[config.mk]
export PLATFORM = sky130hd
export DESIGN_NAME = hazard_scoreboard_unit
export DESIGN_NICKNAME = d
export VERILOG_FILES = /design/src/rtl/hazard_scoreboard_unit.sv
export SDC_FILE = /design/constraint.sdc
export NUM_CORES = 1
export LEC_CHECK = 0
export CAP_MARGIN = 30
export CELL_PAD_IN_SITES_DETAIL_PLACEMENT = 0
export CELL_PAD_IN_SITES_GLOBAL_PLACEMENT = 2
export CORE_ASPECT_RATIO = 0.8
export CORE_MARGIN = 3
export CORE_UTILIZATION = 34
export CTS_CLUSTER_DIAMETER = 60
export DETAILED_ROUTE_END_ITERATION = 8
export GPL_TIMING_DRIVEN = 0
export PLACE_DENSITY_LB_ADDON = 0.12
export SLEW_MARGIN = 20
export SYNTH_ARGS = -nofsm -noshare
export SYNTH_HDL_FRONTEND = slang
export SYNTH_SLANG_ARGS = --single-unit
[constraint.sdc]
create_clock -name clk -period 3 [get_ports clk]
set_input_delay 0.6 -clock clk [delete_from_list [all_inputs] [get_ports clk]]
set_output_delay 0.6 -clock clk [all_outputs]
set_load 0.01 [all_outputs]
[src/rtl/hazard_scoreboard_unit.sv]
// Load-use hazard scoreboard with redirect flush sequencing and a saturating
// stall counter; pipeline enables are decoded combinationally from state and ID.
module hazard_scoreboard_unit #(
    parameter int LOAD_LAT     = 2,
    parameter int FLUSH_CYCLES = 1,
    parameter int PERF_W       = 32
) (
    input  logic              clk,
    input  logic              rst,
    input  logic              issue_valid,
    input  logic              issue_is_load,
    input  logic [4:0]        issue_rd,
    input  logic [4:0]        rs1_id,
    input  logic [4:0]        rs2_id,
    input  logic              rs1_used,
    input  logic              rs2_used,
    input  logic              mem_ready,
    input  logic              pcSrc,
    output logic              pcWrite,
    output logic              ifIdWrite,
    output logic              selectNOP,
    output logic              IFflush,
    output logic [PERF_W-1:0] stall_cycles
);

    logic [2:0]        r_cnt [1:31];
    logic [1:0]        r_flush_cnt;
    logic [PERF_W-1:0] r_stall_cycles;

    logic w_rs1_busy;
    logic w_rs2_busy;
    logic w_hazard;
    logic w_flushing;
    logic w_advance;
    logic w_load_en;

    // x0 has no entry, so a zero source index never matches and never hazards
    always_comb begin
        w_rs1_busy = 1'b0;
        w_rs2_busy = 1'b0;
        for (int i = 1; i < 32; i++) begin
            if (rs1_id == 5'(i) && r_cnt[i] != 3'd0) w_rs1_busy = 1'b1;
            if (rs2_id == 5'(i) && r_cnt[i] != 3'd0) w_rs2_busy = 1'b1;
        end
    end

    assign w_hazard   = issue_valid && ((rs1_used && w_rs1_busy) || (rs2_used && w_rs2_busy));
    assign w_flushing = pcSrc || (r_flush_cnt != 2'd0);
    assign w_advance  = mem_ready && !w_hazard && !w_flushing;
    assign w_load_en  = w_advance && issue_valid && issue_is_load && (issue_rd != 5'd0);

    always_comb begin
        pcWrite   = 1'b1;
        ifIdWrite = 1'b1;
        selectNOP = 1'b0;
        IFflush   = 1'b0;
        if (!rst) begin
            if (!mem_ready) begin
                pcWrite   = 1'b0;
                ifIdWrite = 1'b0;
            end else if (w_flushing) begin
                selectNOP = 1'b1;
                IFflush   = 1'b1;
            end else if (w_hazard) begin
                pcWrite   = 1'b0;
                ifIdWrite = 1'b0;
                selectNOP = 1'b1;
            end
        end
    end

    always_ff @(posedge clk) begin
        if (rst) begin
            for (int i = 1; i < 32; i++) r_cnt[i] <= 3'd0;
            r_flush_cnt    <= 2'd0;
            r_stall_cycles <= '0;
        end else if (mem_ready) begin
            // a fresh load on an entry overrides its decrement this edge
            for (int i = 1; i < 32; i++) begin
                if (w_load_en && issue_rd == 5'(i))
                    r_cnt[i] <= 3'(LOAD_LAT);
                else if (r_cnt[i] != 3'd0)
                    r_cnt[i] <= r_cnt[i] - 3'd1;
            end
            if (pcSrc)
                r_flush_cnt <= 2'(FLUSH_CYCLES - 1);
            else if (r_flush_cnt != 2'd0)
                r_flush_cnt <= r_flush_cnt - 2'd1;
            if (w_hazard && !w_flushing && !(&r_stall_cycles))
                r_stall_cycles <= r_stall_cycles + 1'b1;
        end
    end

    assign stall_cycles = r_stall_cycles;

endmodule

==> impl_metrics.env, run 1 <==
export IMPL_status="complete, but fails checks"
export IMPL_area_growth_syn_to_layout_pct=41.0
export IMPL_maxSlewViolCount=0
export IMPL_ctsRootBufferMaster="sky130_fd_sc_hd__clkbuf_16"
export IMPL_globalRouteTotalUtil=0.228
export IMPL_hp_class="flop to flop"
export IMPL_worst_r2r_endpoint="r_cnt[0][95]$_SDFFCE_PN0P_"
export IMPL_setup_tns_final_ns=-42.06
export IMPL_critical_path_startpoint_type="flop"
export IMPL_die_area_sq_um=27800
export IMPL_route_final_wire_length_mm=32.2
export IMPL_critPathCapture="pcWrite"
export IMPL_remaining_drc_errors=0
export IMPL_hold_slack_ns=0.495
export IMPL_dpl_hpwl_mm=22.5
export IMPL_synth_yosys_seq_area_share=0.395
export IMPL_netlist_area_sq_um=8790
export IMPL_synth_enable_flop_cells=93
export IMPL_critPathArrivalTime_ns=3.01
export IMPL_numPortBuffers=52
export IMPL_netlist_cell_type_count=66
export IMPL_violations_in_the_final_reports="setup timing"
export IMPL_htree_num_levels=4
export IMPL_insertedDiodeCount=0
export IMPL_synthesis_yosys_warnings=0
export IMPL_detail_route_vias_per_cell=5.72
export IMPL_power_per_cell_area_nw_per_um2=488
export IMPL_die_h_um=150
export IMPL_tritoncts="yes"
export IMPL_count_of_vias_placed_by_the_detailed_router=8148
export IMPL_setup_repair_after_global_routing_missed_its_margin="yes"
export IMPL_timing_final_crit_period_ns=3.61
export IMPL_initial_core_util=0.353
export IMPL_drtPass1Iterations=5
export IMPL_rr_worst_depth=13
export IMPL_pin_count=59
export IMPL_max_slew_margin_rel=0.255
export IMPL_floorplan_rows=51
export IMPL_detail_route_antenna_nets=0
export IMPL_final_layout_size_suffix_gt1_frac=0.272
export IMPL_global_route_overflow_total=0
export IMPL_place_gp_congestion=0.837
export IMPL_setup_worst_path_start="r_cnt[0][18]$_SDFFCE_PN0P_"
export IMPL_worst_slew_pin_tran_ns=1.12
export IMPL_irDropWorstVdd_mv=0.383
export IMPL_fillers=2336
export IMPL_wire_per_inst_um=22.6
export IMPL_total_power_w=0.00604
export IMPL_startpoint_of_the_lowest_slack_hold_path="r_flush_cnt[1]$_SDFFE_PP0P_"
export IMPL_timing_critical_path_fanout_max=4
export IMPL_via_count_of_the_first_global_routing_pass=7624
export IMPL_clock_path_buffers=2
export IMPL_clk_insertion_delay_late_ns=0.44
export IMPL_report_final_hold_viol_count=0
export IMPL_dominantRegCellSynth="sky130_fd_sc_hd__edfxtp_1"
export IMPL_post_route_period_util=1.20
export IMPL_cts_sinks=127
export IMPL_drt_iter0_markers=677
export IMPL_core_area_sq_um=24900
export IMPL_cap_violations=0
export IMPL_timing_worst_setup_path_type="flop to output pin"
export IMPL_reg2reg_from="r_cnt[0][18]$_SDFFCE_PN0P_"
export IMPL_max_freq_mhz=277
export IMPL_synthesis_instances=956
export IMPL_clk_transition_reported_paths_ns=0.06
export IMPL_tritoncts_num_buffers=17
export IMPL_leakage_nw=4.52
export IMPL_syn_area_per_cell_sq_um=9.19
export IMPL_cts_hold_repair_buffers=0
export IMPL_place_ws_ns=-1.56
export IMPL_final_cell_area_sq_um=12400
export IMPL_post_route_worst_setup_slack_ns=-0.614
export IMPL_critical_path_required_ns=2.40
export IMPL_r2r_setup_slack_ns=-0.43
export IMPL_grt_start_max_net_pins=17
export IMPL_type_of_element_capturing_the_critical_path="output pin"
export IMPL_nets=1180
export IMPL_total_of_endpoints_with_negative_setup_slack_in_the_final_report=211
export IMPL_ys_ff_latch=127
export IMPL_fin_worst_skew_ns=0.0120
export IMPL_antenna_violations_before_repair=0
export IMPL_die_x_um=186
export IMPL_postSynth_asyncResetShare=0
export IMPL_grt_first_pass_wirelength_mm=47.5
export IMPL_synth_nets=1043
export IMPL_postPlaceCellArea_sq_um=9780
timing repair:
item                       in CTS  in global routing
pin swaps                      43                 62
buffers inserted               32                 27
resized for setup             182                129
setup endpoints to repair     219                217
gates cloned                    3                  5
area by class of cell:
| class | instances | area, sq um | area share |
|---|---|---|---|
| clock buffers | 17 | 425 | 0.0343 |
| clock inverters | 15 | 233 | 0.0188 |
| repair buffers | 119 | 1260 | 0.101 |
| multi-input cells | 686 | 5770 | 0.466 |
| flip-flops and latches | 127 | 3470 | 0.280 |
| plain buffers | 61 | 519 | 0.0419 |
| inverters | 81 | 309 | 0.0249 |
| well taps | 318 | 398 | 0.0321 |
worst min path at each step:
stage                                  endpoint  slack, ns  cells after the start
CTS                 r_flush_cnt[1]$_SDFFE_PP0P_       0.50                      2
detailed placement  r_flush_cnt[1]$_SDFFE_PP0P_       0.49                      2
global route        r_flush_cnt[1]$_SDFFE_PP0P_       0.54                      2
finish              r_flush_cnt[1]$_SDFFE_PP0P_       0.50                      2
global placement    r_flush_cnt[1]$_SDFFE_PP0P_       0.48                      2
floorplan           r_flush_cnt[1]$_SDFFE_PP0P_       0.45                      2
synthesized netlist by cell type, drive strengths merged (28+ instances only):
| library cell | count | area share |
|---|---|---|
| edfxtp | 93 | 0.32 |
| nor2b | 38 | 0.027 |
| dfxtp | 34 | 0.077 |
| o31ai | 34 | 0.030 |
| nand2b | 28 | 0.020 |
| a21oi | 57 | 0.032 |
| nand2 | 60 | 0.026 |
| nor2 | 80 | 0.034 |
| inv | 80 | 0.034 |
| ha | 64 | 0.091 |
| buf | 33 | 0.022 |
| clkbuf | 29 | 0.012 |
power by group:
group	total [W]	internal, W	switching, W
registers	0.00213	0.00206	0.0000764
clock network	0.00241	0.00149	0.000915
logic	0.00150	0.000667	0.000832
state kept, by name, indices dropped and copies added (netlist names):
name / cells
r_cnt: 93
r_flush_cnt: 2
stall_cycles: 32
kinds of logic after synthesis:
group,synth area share
buf+inv,0.0686
mux,0.0352
fa+ha+maj,0.0911
compound gates,0.188
flops,0.395
xor+xnor,0.000997
simple gates,0.221
layer usage:
metal	GRT usage	part of all wire	up-vias
met5	0	0	-
met4	0.0469	0.012	0
met3	0.0445	0.065	24
met2	0.323	0.42	266
met1	0.358	0.51	4017
li1	-	-	3841
worst max-delay path, cell delays in order (launching register included):
cell and delay [ns]:
sky130_fd_sc_hd__edfxtp_1 0.38, sky130_fd_sc_hd__inv_1 0.10, sky130_fd_sc_hd__ha_1 0.19, sky130_fd_sc_hd__nand2b_1 0.16, sky130_fd_sc_hd__mux2_2 0.31, sky130_fd_sc_hd__a311oi_1 0.37, sky130_fd_sc_hd__o311a_1 0.27, sky130_fd_sc_hd__o311a_4 0.24
sky130_fd_sc_hd__buf_8 0.12, sky130_fd_sc_hd__buf_12 0.09, sky130_fd_sc_hd__o21ai_4 0.04, sky130_fd_sc_hd__nand2_2 0.12, sky130_fd_sc_hd__buf_6 0.10, sky130_fd_sc_hd__buf_6 0.09
metrics by stage:
step | cells | utilization
finish | 1424 | 0.498
global route | 1424 | 0.498
CTS | 1394 | 0.458
detailed placement | 1327 | 0.393
global placement | 1326 | 0.393
floorplan | 956 | -
placed cells by master, fill, tap and decap left out, types with 19 or more instances in the layout:
| cell | count |
|---|---|
| sky130_fd_sc_hd__buf_8 | 19 |
| sky130_fd_sc_hd__o31ai_4 | 24 |
| sky130_fd_sc_hd__buf_4 | 40 |
| sky130_fd_sc_hd__nand2_1 | 56 |
| sky130_fd_sc_hd__clkbuf_16 | 23 |
| sky130_fd_sc_hd__nor2_1 | 80 |
| sky130_fd_sc_hd__clkdlybuf4s50_1 | 47 |
| sky130_fd_sc_hd__a21oi_1 | 41 |
| sky130_fd_sc_hd__nand2b_1 | 25 |
| sky130_fd_sc_hd__clkbuf_1 | 22 |
| sky130_fd_sc_hd__nand4_1 | 23 |
| sky130_fd_sc_hd__inv_1 | 71 |
| sky130_fd_sc_hd__ha_1 | 55 |
| sky130_fd_sc_hd__nor2b_1 | 21 |
| sky130_fd_sc_hd__edfxtp_1 | 93 |
| sky130_fd_sc_hd__dfxtp_1 | 34 |
No activity file was read; power rests on OpenSTA's default activity.
==> run 2: changes to the inputs <==
==> constraint.sdc (replaced) <==
create_clock -name clk -period 3 [get_ports clk]
set_input_delay 0.3 -clock clk [delete_from_list [all_inputs] [get_ports clk]]
set_output_delay 0.3 -clock clk [all_outputs]
set_load 0.01 [all_outputs]
==> run 2 against run 1 <==
Net effect: total power decreased by 2.5%; clock skew increased by 0.0015 ns; cell area decreased by 2.5%; sequential power about the same; the run still ends with setup timing left; via count decreased by 0.29%; highest routed layer unchanged; largest cell class unchanged.
==> impl_metrics.env, run 2 (synthesized netlist as in run 1, its figures left out) <==
export IMPL_switchingPower_w=0.00175
export IMPL_tritoncts_num_buffers=17
export IMPL_total_power_w=0.00589
export IMPL_post_route_period_util=1.09
export IMPL_critical_path_required_ns=2.70
export IMPL_max_freq_mhz=305
export IMPL_htree_num_levels=4
export IMPL_critical_path_slowest_cell="sky130_fd_sc_hd__o311a_4"
export IMPL_type_of_element_capturing_the_critical_path="output pin"
export IMPL_layout_commonest_cell="sky130_fd_sc_hd__edfxtp_1"
export IMPL_clock_path_buffers=2
export IMPL_via_count_of_the_first_global_routing_pass=7562
export IMPL_nets=1179
export IMPL_tritoncts="yes"
export IMPL_setup_tns_final_ns=-21.80
export IMPL_critPathArrivalTime_ns=2.98
export IMPL_global_route_overflow_total=0
export IMPL_irDropWorstVdd_mv=0.371
export IMPL_detail_route_vias_per_cell=5.71
export IMPL_largest_reg_flops=93
export IMPL_rr_worst_depth=12
export IMPL_pwr_share_comb=0.239
export IMPL_area_growth_syn_to_layout_pct=37.5
export IMPL_critical_path_startpoint_type="flop"
export IMPL_fin_worst_skew_ns=0.0136
export IMPL_cts_sinks=127
export IMPL_die_area_sq_um=27800
export IMPL_place_ws_ns=-1.24
export IMPL_power_per_cell_area_nw_per_um2=487
export IMPL_wire_per_inst_um=22.7
export IMPL_clock_power_share=0.398
export IMPL_maxSlewViolCount=0
export IMPL_cp_slowest_stage_delay_ns=0.40
export IMPL_post_route_worst_setup_slack_ns=-0.283
export IMPL_most_repeated_library_cell_on_the_critical_path="sky130_fd_sc_hd__buf_6"
export IMPL_die_x_um=186
export IMPL_place_inst=1327
export IMPL_remaining_drc_errors=0
export IMPL_numPortBuffers=52
export IMPL_total_of_endpoints_with_negative_setup_slack_in_the_final_report=185
export IMPL_detail_route_antenna_nets=0
export IMPL_route_final_wire_length_mm=32.3
export IMPL_clk_insertion_delay_late_ns=0.44
export IMPL_globalRouteTotalUtil=0.228
export IMPL_final_layout_size_suffix_gt1_frac=0.257
export IMPL_power_report_internal_total_w=0.00414
export IMPL_status="complete, but fails checks"
export IMPL_count_of_vias_placed_by_the_detailed_router=8124
export IMPL_dpl_hpwl_mm=22.8
export IMPL_timing_worst_setup_path_type="flop to output pin"
export IMPL_highest_layer="met4"
export IMPL_grt_first_pass_wirelength_mm=47.0
export IMPL_leakage_nw=4.42
export IMPL_registers_top_by_ff_count="r_cnt"
export IMPL_clk_transition_reported_paths_ns=0.06
export IMPL_timing_critical_path_fanout_max=4
export IMPL_pwr_share_seq=0.363
export IMPL_wl_met3_mm=2.13
export IMPL_min_delay_path_depth=2
export IMPL_timing_final_crit_period_ns=3.28
export IMPL_ctsRootBufferMaster="sky130_fd_sc_hd__clkbuf_16"
export IMPL_floorplan_rows=51
export IMPL_drt_iter0_markers=601
export IMPL_antenna_violations_before_repair=1
export IMPL_cap_violations=0
export IMPL_critical_path_cell_by_cell="inv_1 > ha_1 > nand2b_1 > o2111ai_1 > a21oi_1 > nor4_4 > o311a_4 > buf_8 > buf_12 > o21ai_2 > nand2_2 > buf_6 > buf_6"
export IMPL_grt_start_max_net_pins=17
export IMPL_fin_cells=1424
export IMPL_pin_count=59
export IMPL_initial_core_util=0.353
export IMPL_commonest_non_fill_non_tap_cells_in_the_layout="93 x sky130_fd_sc_hd__edfxtp_1, 80 x sky130_fd_sc_hd__nor2_1, 69 x sky130_fd_sc_hd__inv_1"
export IMPL_die_h_um=150
export IMPL_finalCoreUtilization=0.486
export IMPL_met2_wirelength_mm=13.4
export IMPL_core_area_sq_um=24900
export IMPL_drtPass1Iterations=5
export IMPL_hp_class="flop to flop"
export IMPL_max_slew_margin_rel=0.325
export IMPL_violations_in_the_final_reports="setup timing"
export IMPL_wl_met1_mm=16.4
export IMPL_place_gp_congestion=0.881
export IMPL_setup_repair_after_global_routing_missed_its_margin="yes"
export IMPL_report_final_hold_viol_count=0
export IMPL_power_switching_fraction=0.297
export IMPL_worst_slew_pin_tran_ns=1.01
## run 2: cell types whose count changed in the layout (fill, tap and decap cells not counted), moves of 5 or more
cell,delta
sky130_fd_sc_hd__buf_8,-8
sky130_fd_sc_hd__o31ai_1,+19
sky130_fd_sc_hd__buf_4,-6
sky130_fd_sc_hd__buf_6,+12
sky130_fd_sc_hd__o31ai_4,-19
sky130_fd_sc_hd__ha_2,-5
## run 2: final timing paths
kind / from / endpoint / slack, ns
max: r_cnt[0][18]$_SDFFCE_PN0P_ / pcWrite / -0.28
min: r_flush_cnt[1]$_SDFFE_PP0P_ / r_flush_cnt[1]$_SDFFE_PP0P_ / 0.50
max reg2reg: r_cnt[0][18]$_SDFFCE_PN0P_ / r_cnt[0][40]$_DFFE_PP_ / -0.25
min reg2reg: r_flush_cnt[1]$_SDFFE_PP0P_ / r_flush_cnt[1]$_SDFFE_PP0P_ / 0.50
## run 2: what timing repair did
item | in CTS | in global routing
setup endpoints to repair | 220 | 214
hold buffers | 0 | 0
gates cloned | 1 | 5
gates resized for setup | 139 | 133
setup buffers | 30 | 28
pin swaps | 21 | 44
## run 2: critical path: cells and delay by family, from the launching register on
family | cells | cell delay [ns]
AO/OA/AOI/OAI | 4 | 1.02
adder cells (fa/ha/maj) | 1 | 0.22
buffers and inverters | 5 | 0.57
flip-flops | 1 | 0.35
AND/OR/NAND/NOR | 3 | 0.40
## run 2: metrics by stage
step	instance area (sq um)	hold slack [ns]
finish	12100	0.498
detailed placement	9710	0.478
global route	12100	0.529
global placement	9710	0.468
floorplan	8790	0.454
CTS	11100	0.491
## run 2: power by group through the flow
stage / clock (W) / sequential (W) / combinational, W
final: 0.00234 / 0.00214 / 0.00141
after global routing: 0.00245 / 0.00215 / 0.00153
after CTS: 0.00237 / 0.00213 / 0.00122
after detailed placement: 0 / 0.00216 / 0.00108
after global placement: 0 / 0.00216 / 0.00108
after floorplan: 0 / 0.00214 / 0.000740
## run 2: cell type report
class | instances | area [sq um]
Inverter | 81 | 305
Clock buffer | 18 | 429
Tap cell | 318 | 398
Timing Repair Buffer | 118 | 1220
Buffer | 61 | 459
Antenna cell | 1 | 2.50
Clock inverter | 14 | 215
Fill cell | 2408 | 12800
Multi-Input combinational cell | 686 | 5580
Sequential cell | 127 | 3470
## run 2: per-layer routing
metal  GRT usage  up-vias
met5           0        -
met4      0.0517        0
met3      0.0486       27
met2       0.315      231
met1       0.359     4043
li1            -     3823
